[src/rtl/adex_aer_pkg.sv]
// Shared widths and serializer state encoding for the AdEx AER spike encoder.
package adex_aer_pkg;

  localparam int unsigned TS_W     = 15;
  localparam int unsigned EVT_W    = 16;
  localparam int unsigned LOST_BIT = 15;

  typedef enum logic [1:0] {
    ST_IDLE = 2'd0,
    ST_HI   = 2'd1,
    ST_LO   = 2'd2
  } ser_state_e;

endpackage

[src/rtl/adex_aer_fifo.sv]
// Synchronous event FIFO; dout shows the head entry whenever the FIFO is not empty.
module adex_aer_fifo #(
  parameter int unsigned WIDTH = 16,
  parameter int unsigned DEPTH = 4
) (
  input  logic             clk,
  input  logic             rst_n,
  input  logic             push,
  input  logic             pop,
  input  logic [WIDTH-1:0] din,
  output logic             full,
  output logic             empty,
  output logic [WIDTH-1:0] dout
);

  localparam int unsigned AW = $clog2(DEPTH);

  logic [AW:0]      wr_ptr_q, wr_ptr_d;
  logic [AW:0]      rd_ptr_q, rd_ptr_d;
  logic [WIDTH-1:0] mem_q [DEPTH];
  logic             wr_en;

  assign empty = (wr_ptr_q == rd_ptr_q);
  assign full  = (wr_ptr_q[AW] != rd_ptr_q[AW]) &&
                 (wr_ptr_q[AW-1:0] == rd_ptr_q[AW-1:0]);
  assign dout  = mem_q[rd_ptr_q[AW-1:0]];

  // A push into a full FIFO is legal when the head is popped in the same cycle.
  assign wr_en = push && (!full || pop);

  always_comb begin
    wr_ptr_d = wr_ptr_q;
    rd_ptr_d = rd_ptr_q;
    if (wr_en)         wr_ptr_d = wr_ptr_q + (AW+1)'(1);
    if (pop && !empty) rd_ptr_d = rd_ptr_q + (AW+1)'(1);
  end

  always_ff @(posedge clk or negedge rst_n) begin
    if (!rst_n) begin
      wr_ptr_q <= '0;
      rd_ptr_q <= '0;
    end else begin
      wr_ptr_q <= wr_ptr_d;
      rd_ptr_q <= rd_ptr_d;
    end
  end

  always_ff @(posedge clk) begin
    if (wr_en) mem_q[wr_ptr_q[AW-1:0]] <= din;
  end

endmodule

[src/rtl/adex_aer_spike_encoder.sv]
// Spike onset detector, timestamping, event FIFO and 2-byte AER serializer.
// Optional windowed spike-rate counter is built when ADEX_AER_RATE_EN is defined.
module adex_aer_spike_encoder
  import adex_aer_pkg::*;
#(
  parameter int unsigned FIFO_DEPTH = 4,
  parameter int unsigned WIN_LOG2   = 8
) (
  input  logic       clk,
  input  logic       rst_n,
  input  logic       spike_i,
  input  logic       tick_i,
  output logic [7:0] out_data,
  output logic       out_valid,
  input  logic       out_ready,
  output logic       drop_o,
  input  logic       clr_i,
  output logic [7:0] rate_o
);

  if (FIFO_DEPTH < 2 || (FIFO_DEPTH & (FIFO_DEPTH - 1)) != 0) begin : g_bad_depth
    $error("FIFO_DEPTH must be a power of two >= 2");
  end
  if (WIN_LOG2 < 1) begin : g_bad_win
    $error("WIN_LOG2 must be >= 1");
  end

  logic             spike_q, spike_d;
  logic [TS_W-1:0]  ts_q, ts_d;
  logic             lost_pend_q, lost_pend_d;
  logic             drop_q, drop_d;
  ser_state_e       state_q, state_d;
  logic [EVT_W-1:0] hold_q, hold_d;
  logic             out_valid_q, out_valid_d;
  logic [7:0]       out_data_q, out_data_d;

  logic             onset, push, pop, drop;
  logic             fifo_full, fifo_empty;
  logic [EVT_W-1:0] evt, fifo_dout;

  always_comb begin
    spike_d = spike_i;
    onset   = spike_i & ~spike_q;
    ts_d    = tick_i ? ts_q + TS_W'(1) : ts_q;

    evt                 = '0;
    evt[TS_W-1:0]       = ts_q;
    evt[LOST_BIT]       = lost_pend_q;

    case (state_q)
      ST_IDLE: pop = !fifo_empty;
      ST_LO:   pop = out_ready && !fifo_empty;
      default: pop = 1'b0;
    endcase

    push = onset && (!fifo_full || pop);
    drop = onset && !push;

    lost_pend_d = lost_pend_q;
    if (push)      lost_pend_d = 1'b0;
    else if (drop) lost_pend_d = 1'b1;

    drop_d = drop_q;
    if (drop)       drop_d = 1'b1;
    else if (clr_i) drop_d = 1'b0;
  end

  adex_aer_fifo #(
    .WIDTH(EVT_W),
    .DEPTH(FIFO_DEPTH)
  ) u_fifo (
    .clk  (clk),
    .rst_n(rst_n),
    .push (push),
    .pop  (pop),
    .din  (evt),
    .full (fifo_full),
    .empty(fifo_empty),
    .dout (fifo_dout)
  );

  // out_valid/out_data are registered: they reflect the state being entered.
  always_comb begin
    state_d     = state_q;
    hold_d      = hold_q;
    out_valid_d = out_valid_q;
    out_data_d  = out_data_q;
    case (state_q)
      ST_IDLE: begin
        if (pop) begin
          state_d     = ST_HI;
          hold_d      = fifo_dout;
          out_valid_d = 1'b1;
          out_data_d  = fifo_dout[EVT_W-1:8];
        end
      end
      ST_HI: begin
        if (out_ready) begin
          state_d    = ST_LO;
          out_data_d = hold_q[7:0];
        end
      end
      ST_LO: begin
        if (out_ready) begin
          if (pop) begin
            state_d     = ST_HI;
            hold_d      = fifo_dout;
            out_valid_d = 1'b1;
            out_data_d  = fifo_dout[EVT_W-1:8];
          end else begin
            state_d     = ST_IDLE;
            out_valid_d = 1'b0;
            out_data_d  = '0;
          end
        end
      end
      default: begin
        state_d     = ST_IDLE;
        out_valid_d = 1'b0;
        out_data_d  = '0;
      end
    endcase
  end

  always_ff @(posedge clk or negedge rst_n) begin
    if (!rst_n) begin
      spike_q     <= 1'b0;
      ts_q        <= '0;
      lost_pend_q <= 1'b0;
      drop_q      <= 1'b0;
      state_q     <= ST_IDLE;
      hold_q      <= '0;
      out_valid_q <= 1'b0;
      out_data_q  <= '0;
    end else begin
      spike_q     <= spike_d;
      ts_q        <= ts_d;
      lost_pend_q <= lost_pend_d;
      drop_q      <= drop_d;
      state_q     <= state_d;
      hold_q      <= hold_d;
      out_valid_q <= out_valid_d;
      out_data_q  <= out_data_d;
    end
  end

  assign out_valid = out_valid_q;
  assign out_data  = out_data_q;
  assign drop_o    = drop_q;

`ifdef ADEX_AER_RATE_EN
  logic [WIN_LOG2-1:0] win_q, win_d;
  logic [7:0]          cnt_q, cnt_d, rate_q, rate_d;

  // A push in the wrap cycle is counted in the reported window and also
  // seeds the next one.
  always_comb begin
    win_d  = tick_i ? win_q + WIN_LOG2'(1) : win_q;
    cnt_d  = (push && cnt_q != 8'hFF) ? cnt_q + 8'd1 : cnt_q;
    rate_d = rate_q;
    if (tick_i && win_q == '1) begin
      rate_d = cnt_d;
      cnt_d  = push ? 8'd1 : 8'd0;
    end
  end

  always_ff @(posedge clk or negedge rst_n) begin
    if (!rst_n) begin
      win_q  <= '0;
      cnt_q  <= '0;
      rate_q <= '0;
    end else begin
      win_q  <= win_d;
      cnt_q  <= cnt_d;
      rate_q <= rate_d;
    end
  end

  assign rate_o = rate_q;
`else
  assign rate_o = '0;
`endif

endmodule

[config.mk]
export PLATFORM = sky130hd
export DESIGN_NAME = adex_aer_spike_encoder
export DESIGN_NICKNAME = d
export VERILOG_FILES = /design/src/rtl/adex_aer_pkg.sv /design/src/rtl/adex_aer_fifo.sv /design/src/rtl/adex_aer_spike_encoder.sv
export SDC_FILE = /design/constraint.sdc
export NUM_CORES = 1
export LEC_CHECK = 0
export CAP_MARGIN = 20
export CELL_PAD_IN_SITES_DETAIL_PLACEMENT = 0
export CELL_PAD_IN_SITES_GLOBAL_PLACEMENT = 2
export CORE_AREA = 2 2 167 87
export CTS_CLUSTER_DIAMETER = 120
export DETAILED_ROUTE_END_ITERATION = 6
export DIE_AREA = 0 0 169 89
export PLACE_DENSITY = 0.61
export SLEW_MARGIN = 40
export SYNTH_ARGS = -nofsm -noshare
export SYNTH_HDL_FRONTEND = slang
export SYNTH_SLANG_ARGS = --single-unit
export TNS_END_PERCENT = 30
[constraint.sdc]
create_clock -name clk -period 3.6 [get_ports clk]
set_clock_uncertainty 0.2 [all_clocks]
set_input_delay 0.72 -clock clk [delete_from_list [all_inputs] [get_ports clk]]
set_output_delay 0.72 -clock clk [all_outputs]
set_load 0.01 [all_outputs]
==> run summary, run 1 <==
Run status -> finished, final reports clean
CP Class -> in -> reg
RSZ-0062 raised after global routing -> no
Cell variety after synth -> 40
Area leader, netlist -> edfxtp_1
Top post-synthesis cells by count -> edfxtp_1, dfrtp_1, nand3_1
FP Rows -> 30
CTS Sinks -> 107
Die height -> 89 um
Initial antenna violation count -> 0
Final setup TNS -> 0 ps
Post-route minimum period -> 2630 ps
Buffers added on ports -> 15
Post-route DRC -> 0
Class of the worst hold path -> in -> async
First-pass GRT wire length -> 13000 um
Worst skew pair latency -> 350 ps
CTS Root Cell -> clkbuf_16
Total Wirelength -> 8430 um
Max-slew violation count -> 0
Vias in the first global route -> 2241
Setup-failing EPs final -> 0
Fin. Hold Viols -> 0
PostCTS Resize Cnt -> 0
Share of the synthesized area in the top cell type -> 0.436
GRT overflow -> 0
HPWL after DPL -> 5580 um
Clk pin slew, worst setup/hold paths -> 70 ps
Pint -> 2.78 mW
Synth Cell Area -> 4410 sq um
Final core occ -> 0.377
Critical Path RT -> 3430 ps
Psw -> 1.37 mW
Net Sw Frac -> 0.330
R2r setup slk -> 1440 ps
Pin slew with the least headroom to its limit -> 726 ps
Hold buffer count at CTS -> 0
CTS tree -> built
Max Freq -> 0.380 GHz
Largest net degree at the start of global routing -> 44
Post-CTS setup repair buffer count -> 0
Iter 0 DRT Violations -> 153
Area contributors post-synth -> edfxtp_1, dfrtp_1, mux4_2, xnor2_1, mux2_2
Initial Util -> 0.328
Vias -> 2229
Number of synthesized flops with an enable pin -> 64
Syn Area/Cell -> 16.8 sq um
Drt first pass iters -> 4
I/O Pins -> 24
Reg power frac -> 0.448
Routed len/inst -> 18.0 um
Die Area -> 15000 sq um
Horiz. Die Dim -> 169 um
PD cells -> 818 nW/um^2
Sequential area share after synthesis -> 0.680
Flops & latches, synth -> 107
Static Leak -> 1.92 nW
Clock buffer depth -> 2
Synth warn -> 0
Crit end category -> register
Routed Antenna Nets -> 0
Core box area -> 13400 sq um
Critical path fanouts, max -> 16
Routed vias/inst -> 4.76
Final Cycle Share -> 0.731
Overall Global Routing Usage -> 0.122
Combinational power share -> 0.306
Count leader, synth -> edfxtp_1
Area growth, synth to finish -> 14.9%
Layout Nets -> 299
Ys flop type -> edfxtp_1
RePlAce Congestion -> 0.706
Maxcap violations -> 0
Share of cells above drive strength 1 -> 0.188
Worst slew margin -> 0.514
H-tree levels -> 3
Worst EP arrival -> 2470 ps
Synth Instances -> 262
Worst setup SP type -> input port
Power share of the clock group -> 0.246
Antenna fix cells -> 0
CTS Buf Count -> 9
Worst VDD drop -> 0.000262 V
Post-synthesis async set-or-reset flop share -> 0.402
==> worst max-delay path: stages <==
cell             delay [ps]
clkdlybuf4s50_1         550
and2b_1                 260
o2111ai_2               250
nor2b_4                 260
and2_1                  160
buf_4                   260
==> per-layer routing <==
metal,vias up,track usage,wire (um)
li1,1030,-,-
met5,-,0,0
met3,5,0.0363,304
met4,0,0.0420,94
met2,41,0.181,3680
met1,1153,0.172,4360
==> worst paths after layout <==
kind                                          from  depth (start not counted)                 end
worst max-delay path                     out_ready                          6  u_fifo.mem_q[0][3]
worst min-delay path                         rst_n                          1             ts_q[3]
worst max register to register  u_fifo.rd_ptr_q[0]                          6  u_fifo.mem_q[0][3]
worst min register to register           hold_q[3]                          1           hold_q[3]
max in group asynchronous                    rst_n                          1  u_fifo.wr_ptr_q[1]
min in group clk                         hold_q[3]                          1           hold_q[3]
==> power by group through the flow <==
stage / registers, mW / logic [mW] / clock network (mW)
final: 1.86 / 1.27 / 1.02
after global routing: 1.90 / 1.39 / 1.10
after CTS: 1.86 / 1.29 / 1.05
after detailed placement: 1.88 / 1.29 / 0
after global placement: 1.87 / 1.27 / 0
after floorplan: 1.83 / 0.938 / 0
==> cells by family after synthesis <==
family,share of synthesized area
multiplexers,0.112
XOR/XNOR,0.0491
buffers and inverters,0.0304
adder cells (fa/ha/maj),0.0170
other,0.000850
flip-flops,0.680
AND/OR/NAND/NOR,0.0806
AO/OA/AOI/OAI,0.0306
==> through the flow <==
step / worst slack (ps) / instance area, sq um / cells / hold WS (ps) / total power [mW]
4_1_cts: 960 / 5060 / 468 / 182 / 4.20
6_report: 968 / 5060 / 468 / 157 / 4.14
3_3_place_gp: 666 / 4730 / 452 / 294 / 3.14
5_1_grt: 841 / 5060 / 468 / 201 / 4.38
3_5_place_dp: 596 / 4740 / 452 / 302 / 3.17
2_1_floorplan: 1210 / 4440 / 269 / 224 / 2.77
==> sequential cells by signal (all words and copies together) (netlist names) <==
name and count:
drop_o 1, hold_q 8, lost_pend_q 1, out_data 8, out_valid 1, spike_q 1
state_q 2, ts_q 15, u_fifo.mem_q 64, u_fifo.rd_ptr_q 3, u_fifo.wr_ptr_q 3
==> cells in the final DEF (no fill, tap or decap), types with 2 or more instances in the layout <==
| master | synthesis | layout |
|---|---|---|
| mux2_2 | 10 | 10 |
| nor3_1 | 2 | 2 |
| nand4_1 | 4 | 4 |
| xor2_1 | 8 | 8 |
| nand3b_1 | 8 | 8 |
| nand3_1 | 21 | 21 |
| edfxtp_1 | 64 | 64 |
| clkinv_8 | 0 | 3 |
| nand2_1 | 8 | 8 |
| buf_4 | 8 | 8 |
| mux4_1 | 2 | 2 |
| a22oi_1 | 8 | 8 |
| nor2_1 | 5 | 5 |
| xnor2_1 | 13 | 13 |
| mux4_2 | 14 | 14 |
| inv_1 | 4 | 4 |
| and3_1 | 3 | 3 |
| clkdlybuf4s50_1 | 0 | 14 |
| and2_1 | 5 | 5 |
| xnor2_2 | 2 | 2 |
| inv_6 | 0 | 2 |
| dfrtp_1 | 43 | 43 |
| clkbuf_16 | 0 | 10 |
| conb_1 | 1 | 8 |
| ha_1 | 6 | 6 |
==> area by class of cell <==
type	count	area, sq um
Clock buffer	10	250
Clock inverter	6	77.6
Fill cell	1215	8370
Inverter	4	15.0
Multi-Input combinational cell	143	1300
Sequential cell	107	3000
Tap cell	176	220
Timing Repair Buffer	22	200
No activity file was read; power rests on OpenSTA's default activity.
==> inputs of run 2 (changes only) <==
==> constraint.sdc (replaced) <==
create_clock -name clk -period 2.62 [get_ports clk]
set_clock_uncertainty 0.2 [all_clocks]
set_input_delay 0.524 -clock clk [delete_from_list [all_inputs] [get_ports clk]]
set_output_delay 0.524 -clock clk [all_outputs]
set_load 0.01 [all_outputs]
==> run summary, run 2 (synthesis gave the netlist of run 1 again) <==
H-tree levels -> 3 (unchanged)
Class of the worst hold path -> in -> async
Critical path's slowest cell -> clkdlybuf4s50_1
Non-filler cells, final -> 477 (+1.9%)
FP Rows -> 30 (unchanged)
Routed len/inst -> 18.1 um (+0.66%)
Static Leak -> 1.96 nW (+2.0%)
Final setup TNS -> 0 ps (unchanged)
RSZ-0062 raised after global routing -> no
Die Area -> 15000 sq um (unchanged)
Area growth, synth to finish -> 16.7%
Max-slew violation count -> 0 (unchanged)
Initial Util -> 0.328 (unchanged)
PD cells -> 1110 nW/um^2 (+36%)
Max incr delay on CP -> 470 ps (-80 ps)
Post-CTS setup repair buffer count -> 0 (unchanged)
Fin Hold WS -> 50.4 ps (-106 ps)
Final Cycle Share -> 0.825
Overall Global Routing Usage -> 0.126 (+0.00418)
Crit end category -> register
Total Wirelength -> 8650 um (+2.6%)
Routed vias/inst -> 4.75 (-0.26%)
Fin. Hold Viols -> 0 (unchanged)
Vias in the first global route -> 2397 (+7.0%)
PostCTS Resize Cnt -> 0 (unchanged)
CP Class -> in -> reg
Buffers added on ports -> 15 (unchanged)
I/O Pins -> 24 (unchanged)
Routed Antenna Nets -> 0 (unchanged)
Die height -> 89 um (unchanged)
Most frequent cells in the layout -> edfxtp_1, dfrtp_1, nand3_1, mux4_2, clkdlybuf4s50_1
Worst setup SP type -> input port
Critical path fanouts, max -> 16 (unchanged)
Antenna fix cells -> 0 (unchanged)
Initial antenna violation count -> 0 (unchanged)
RePlAce Congestion -> 0.689 (-2.3%)
Worst VDD drop -> 0.000335 V (+28%)
CTS Buf Count -> 9 (unchanged)
Setup-failing EPs final -> 0 (unchanged)
Layout Nets -> 308 (+3.0%)
R2r setup slk -> 630 ps (-810 ps)
Run status -> finished, final reports clean
Largest net degree at the start of global routing -> 44 (unchanged)
Top delay family on crit path -> buffers and inverters
GRT overflow -> 0 (unchanged)
Share of cells above drive strength 1 -> 0.206 (+0.0176)
Leading cell type in the layout, fill and taps excluded -> edfxtp_1
CTS Sinks -> 107 (unchanged)
Core box area -> 13400 sq um (unchanged)
Horiz. Die Dim -> 169 um (unchanged)
First-pass GRT wire length -> 13600 um (+4.9%)
HPWL after DPL -> 5760 um (+3.3%)
Hold buffer count at CTS -> 0 (unchanged)
Maxcap violations -> 0 (unchanged)
Clk pin slew, worst setup/hold paths -> 70 ps (about the same)
Max reg flops -> 64 (unchanged)
Pin slew with the least headroom to its limit -> 732 ps (+5.92 ps)
Critical Path, Cell by Cell -> clkdlybuf4s50_1 -> and2b_1 -> o2111ai_2 -> nor2b_4 -> and2_1 -> buf_12
CTS Root Cell -> clkbuf_16
Drt first pass iters -> 4 (unchanged)
Post-route minimum period -> 2160 ps
Worst EP arrival -> 2010 ps (-460 ps)
Placed insts -> 461 (+2.0%)
Crit path buf inv count -> 2 (unchanged)
Worst slew margin -> 0.510 (-0.00363)
Critical Path RT -> 2470 ps (-960 ps)
Clock buffer depth -> 2 (unchanged)
Worst skew pair latency -> 340 ps (about the same)
Max Freq -> 0.463 GHz
Vias -> 2266 (+1.7%)
Post-route DRC -> 0 (unchanged)
CTS tree -> built
Iter 0 DRT Violations -> 117 (-24%)
run 2: cell types whose count changed in the layout (fill, tap and decap cells not counted), sizes merged:
cell	before	now
clkbuf	10	11
bufinv	0	1
buf	8	17
clkinv	3	2
inv	7	6
run 2: layout make-up:
type	count	area, sq um
fill	1256	8290
sequential	107	3000
multi-input combinational	143	1300
timing repair buffer	31	315
clock buffer	11	233
tap	176	220
clock inverter	5	61.3
inverter	4	15.0
run 2: per-layer routing:
| metal | vias up | wire length (um) | global-route usage |
|---|---|---|---|
| met4 | 0 | 111 | 0.0396 |
| li1 | 1048 | - | - |
| met2 | 36 | 3800 | 0.194 |
| met5 | - | 0 | 0 |
| met1 | 1172 | 4480 | 0.175 |
| met3 | 10 | 260 | 0.0350 |
run 2: final timing paths:
| check | endpoint | cells past startpoint | start |
|---|---|---|---|
| setup / recovery | u_fifo.mem_q[2][5] | 6 | out_ready |
| hold / removal | ts_q[1] | 2 | rst_n |
| min in group clk | hold_q[6] | 1 | hold_q[6] |
| hold reg to reg | hold_q[6] | 1 | hold_q[6] |
| setup reg to reg | hold_q[1] | 3 | u_fifo.rd_ptr_q[0] |
| max in group asynchronous | hold_q[6] | 2 | rst_n |
run 2: worst register-to-register path, delay by kind of cell, from the launching register on:
| kind | cells | cell delay [ps] |
|---|---|---|
| multiplexers | 2 | 960 |
| flip-flops | 1 | 380 |
| buffers and inverters | 1 | 340 |
run 2: through the flow:
stage	power, mW	instance area [sq um]	setup WS [ps]	utilization
after floorplan	3.80	4440	426	-
after global routing	6.06	5150	343	0.383
after global placement	4.40	4850	112	0.361
after detailed placement	4.45	4850	112	0.361
after CTS	5.80	5150	463	0.383
final	5.73	5150	460	0.383
run 2: where the power goes:
group	switching, mW	internal [mW]
combinational	0.916	0.902
clock	0.593	0.749
sequential	0.335	2.24
==> inputs of run 3 (changes only) <==
--- a/config.mk
+++ b/config.mk
@@ -12,7 +12,7 @@
 export CTS_CLUSTER_DIAMETER = 120
 export DETAILED_ROUTE_END_ITERATION = 6
 export DIE_AREA = 0 0 169 89
-export PLACE_DENSITY = 0.61
+export PLACE_DENSITY = 0.63
 export SLEW_MARGIN = 40
 export SYNTH_ARGS = -nofsm -noshare
 export SYNTH_HDL_FRONTEND = slang
==> constraint.sdc (replaced) <==
create_clock -name clk -period 1.9 [get_ports clk]
set_clock_uncertainty 0.2 [all_clocks]
set_input_delay 0.38 -clock clk [delete_from_list [all_inputs] [get_ports clk]]
set_output_delay 0.38 -clock clk [all_outputs]
set_load 0.01 [all_outputs]
==> run summary, run 3 (synthesis gave the netlist of run 1 again) <==
Largest net degree at the start of global routing -> 26 (-41%)
Buffers added on ports -> 15 (unchanged)
Final Cycle Share -> 1.00
RePlAce Congestion -> 0.749 (+8.7%)
PD cells -> 1550 nW/um^2 (+39%)
H-tree levels -> 3 (unchanged)
Top delay family on crit path -> flip-flops
Critical path's slowest cell -> dfrtp_2
Setup ws final -> -8.38 ps (-468 ps)
Worst EP arrival -> 1940 ps (-70 ps)
Run status -> finished, violations left
Critical Path, Cell by Cell -> xnor2_2 -> buf_4 -> a311oi_2 -> buf_6 -> mux2_2
Die height -> 89 um (unchanged)
# fillers -> 1220 (-2.9%)
Fin. Hold Viols -> 0 (unchanged)
Leading cell type in the layout, fill and taps excluded -> edfxtp_1
CP Class -> reg -> reg
Non-filler cells, final -> 500 (+4.8%)
Total Wirelength -> 9070 um (+4.9%)
Drt first pass iters -> 4 (unchanged)
Worst slew margin -> 0.559 (+0.0484)
GRT overflow -> 0 (unchanged)
Layout Nets -> 331 (+7.5%)
Initial Util -> 0.328 (unchanged)
Routed Antenna Nets -> 0 (unchanged)
Violated checks -> setup timing
Clock buffer depth -> 2 (unchanged)
Overall Global Routing Usage -> 0.131 (+0.00534)
Die Area -> 15000 sq um (unchanged)
RSZ-0062 raised after global routing -> yes
Area growth, synth to finish -> 22.7%
Worst skew pair latency -> 340 ps (about the same)
Iter 0 DRT Violations -> 187 (+60%)
Placed insts -> 477 (+3.5%)
Most frequent cells in the layout -> edfxtp_1, dfrtp_1, buf_4, nand3_1, mux4_2
CTS Root Cell -> clkbuf_16
FP Rows -> 30 (unchanged)
Core box area -> 13400 sq um (unchanged)
Max-slew violation count -> 0 (unchanged)
Seq. cell area -> 3000 sq um (about the same)
Post-route minimum period -> 1910 ps
Worst setup SP type -> register
Class of the worst hold path -> reg -> reg
Post-route DRC -> 0 (unchanged)
Initial antenna violation count -> 0 (unchanged)
Max reg flops -> 64 (unchanged)
Max incr delay on CP -> 460 ps (about the same)
Critical path fanouts, max -> 11 (-5)
Multi-input gate area -> 1350 sq um (+3.2%)
CTS tree -> built
Horiz. Die Dim -> 169 um (unchanged)
I/O Pins -> 24 (unchanged)
Share of cells above drive strength 1 -> 0.290 (+0.0841)
Worst VDD drop -> 0.000562 V (+68%)
CTS Sinks -> 107 (unchanged)
Vias in the first global route -> 2471 (+3.1%)
Critical Path RT -> 1930 ps (-540 ps)
First-pass GRT wire length -> 14400 um (+5.7%)
Static Leak -> 2.14 nW (+9.0%)
Crit path buf inv count -> 2 (unchanged)
Placement Setup Slack -> -486 ps (-598 ps)
Vias -> 2409 (+6.3%)
HPWL after DPL -> 6180 um (+7.2%)
Crit end category -> register
CTS Buf Count -> 9 (unchanged)
Maxcap violations -> 0 (unchanged)
Setup-failing EPs final -> 7 (+7)
Max Freq -> 0.524 GHz
Antenna fix cells -> 0 (unchanged)
Clk pin slew, worst setup/hold paths -> 70 ps (about the same)
Routed len/inst -> 18.1 um (about the same)
Routed vias/inst -> 4.82 (+1.4%)
Pin slew with the least headroom to its limit -> 659 ps (-72.3 ps)
==> run 3: worst paths after layout <==
path                                     from                  to  slack (ps)  cells past startpoint
max                        u_fifo.rd_ptr_q[0]  u_fifo.rd_ptr_q[1]          -8                      5
min                                 hold_q[2]           hold_q[2]         310                      1
max reg2reg                u_fifo.rd_ptr_q[0]  u_fifo.rd_ptr_q[1]          -8                      5
min reg2reg                         hold_q[2]           hold_q[2]         310                      1
max in group asynchronous               rst_n  u_fifo.rd_ptr_q[0]         630                      3
min in group asynchronous               rst_n             ts_q[2]         330                      2
==> run 3: cell type report <==
cell class / instances / area share
sequential: 107 / 0.554
multi-input combinational: 143 / 0.249
timing repair buffer: 54 / 0.0962
clock buffer: 10 / 0.0442
tap: 176 / 0.0407
clock inverter: 6 / 0.0130
inverter: 4 / 0.00278
==> run 3: what timing repair did <==
action / CTS / global route
setup buffers: 6 / 1
resized for setup: 13 / 10
hold endpoints to repair: 18 / 0
pin swaps: 5 / 3
endpoints found under the setup margin: 81 / 82
gates cloned: 1 / 0
hold buffers: 1 / 0
==> run 3: routing by layer <==
| metal | vias to the layer above | global-route usage | routed length, um |
|---|---|---|---|
| li1 | 1097 | - | - |
| met1 | 1259 | 0.177 | 4230 |
| met2 | 51 | 0.213 | 4320 |
| met3 | 2 | 0.0434 | 490 |
| met4 | 0 | 0.0210 | 28 |
| met5 | - | 0 | 0 |
==> run 3: per-stage QoR <==
step	TNS (ps)	utilization	hold WS, ps	cell area [sq um]	total power, mW
global placement	-36780	0.372	169	5000	6.29
floorplan	-70.8	-	-116	4440	5.25
global route	-1300	0.403	335	5410	8.86
detailed placement	-37920	0.372	180	5000	6.38
finish	-39.1	0.403	314	5410	8.39
CTS	-710	0.403	316	5410	8.39
==> run 3: report_power, final <==
group	total [mW]	switching (mW)	internal, mW
Sequential	3.49	0.402	3.09
Combinational	3.04	1.48	1.56
Clock	1.85	0.888	0.966
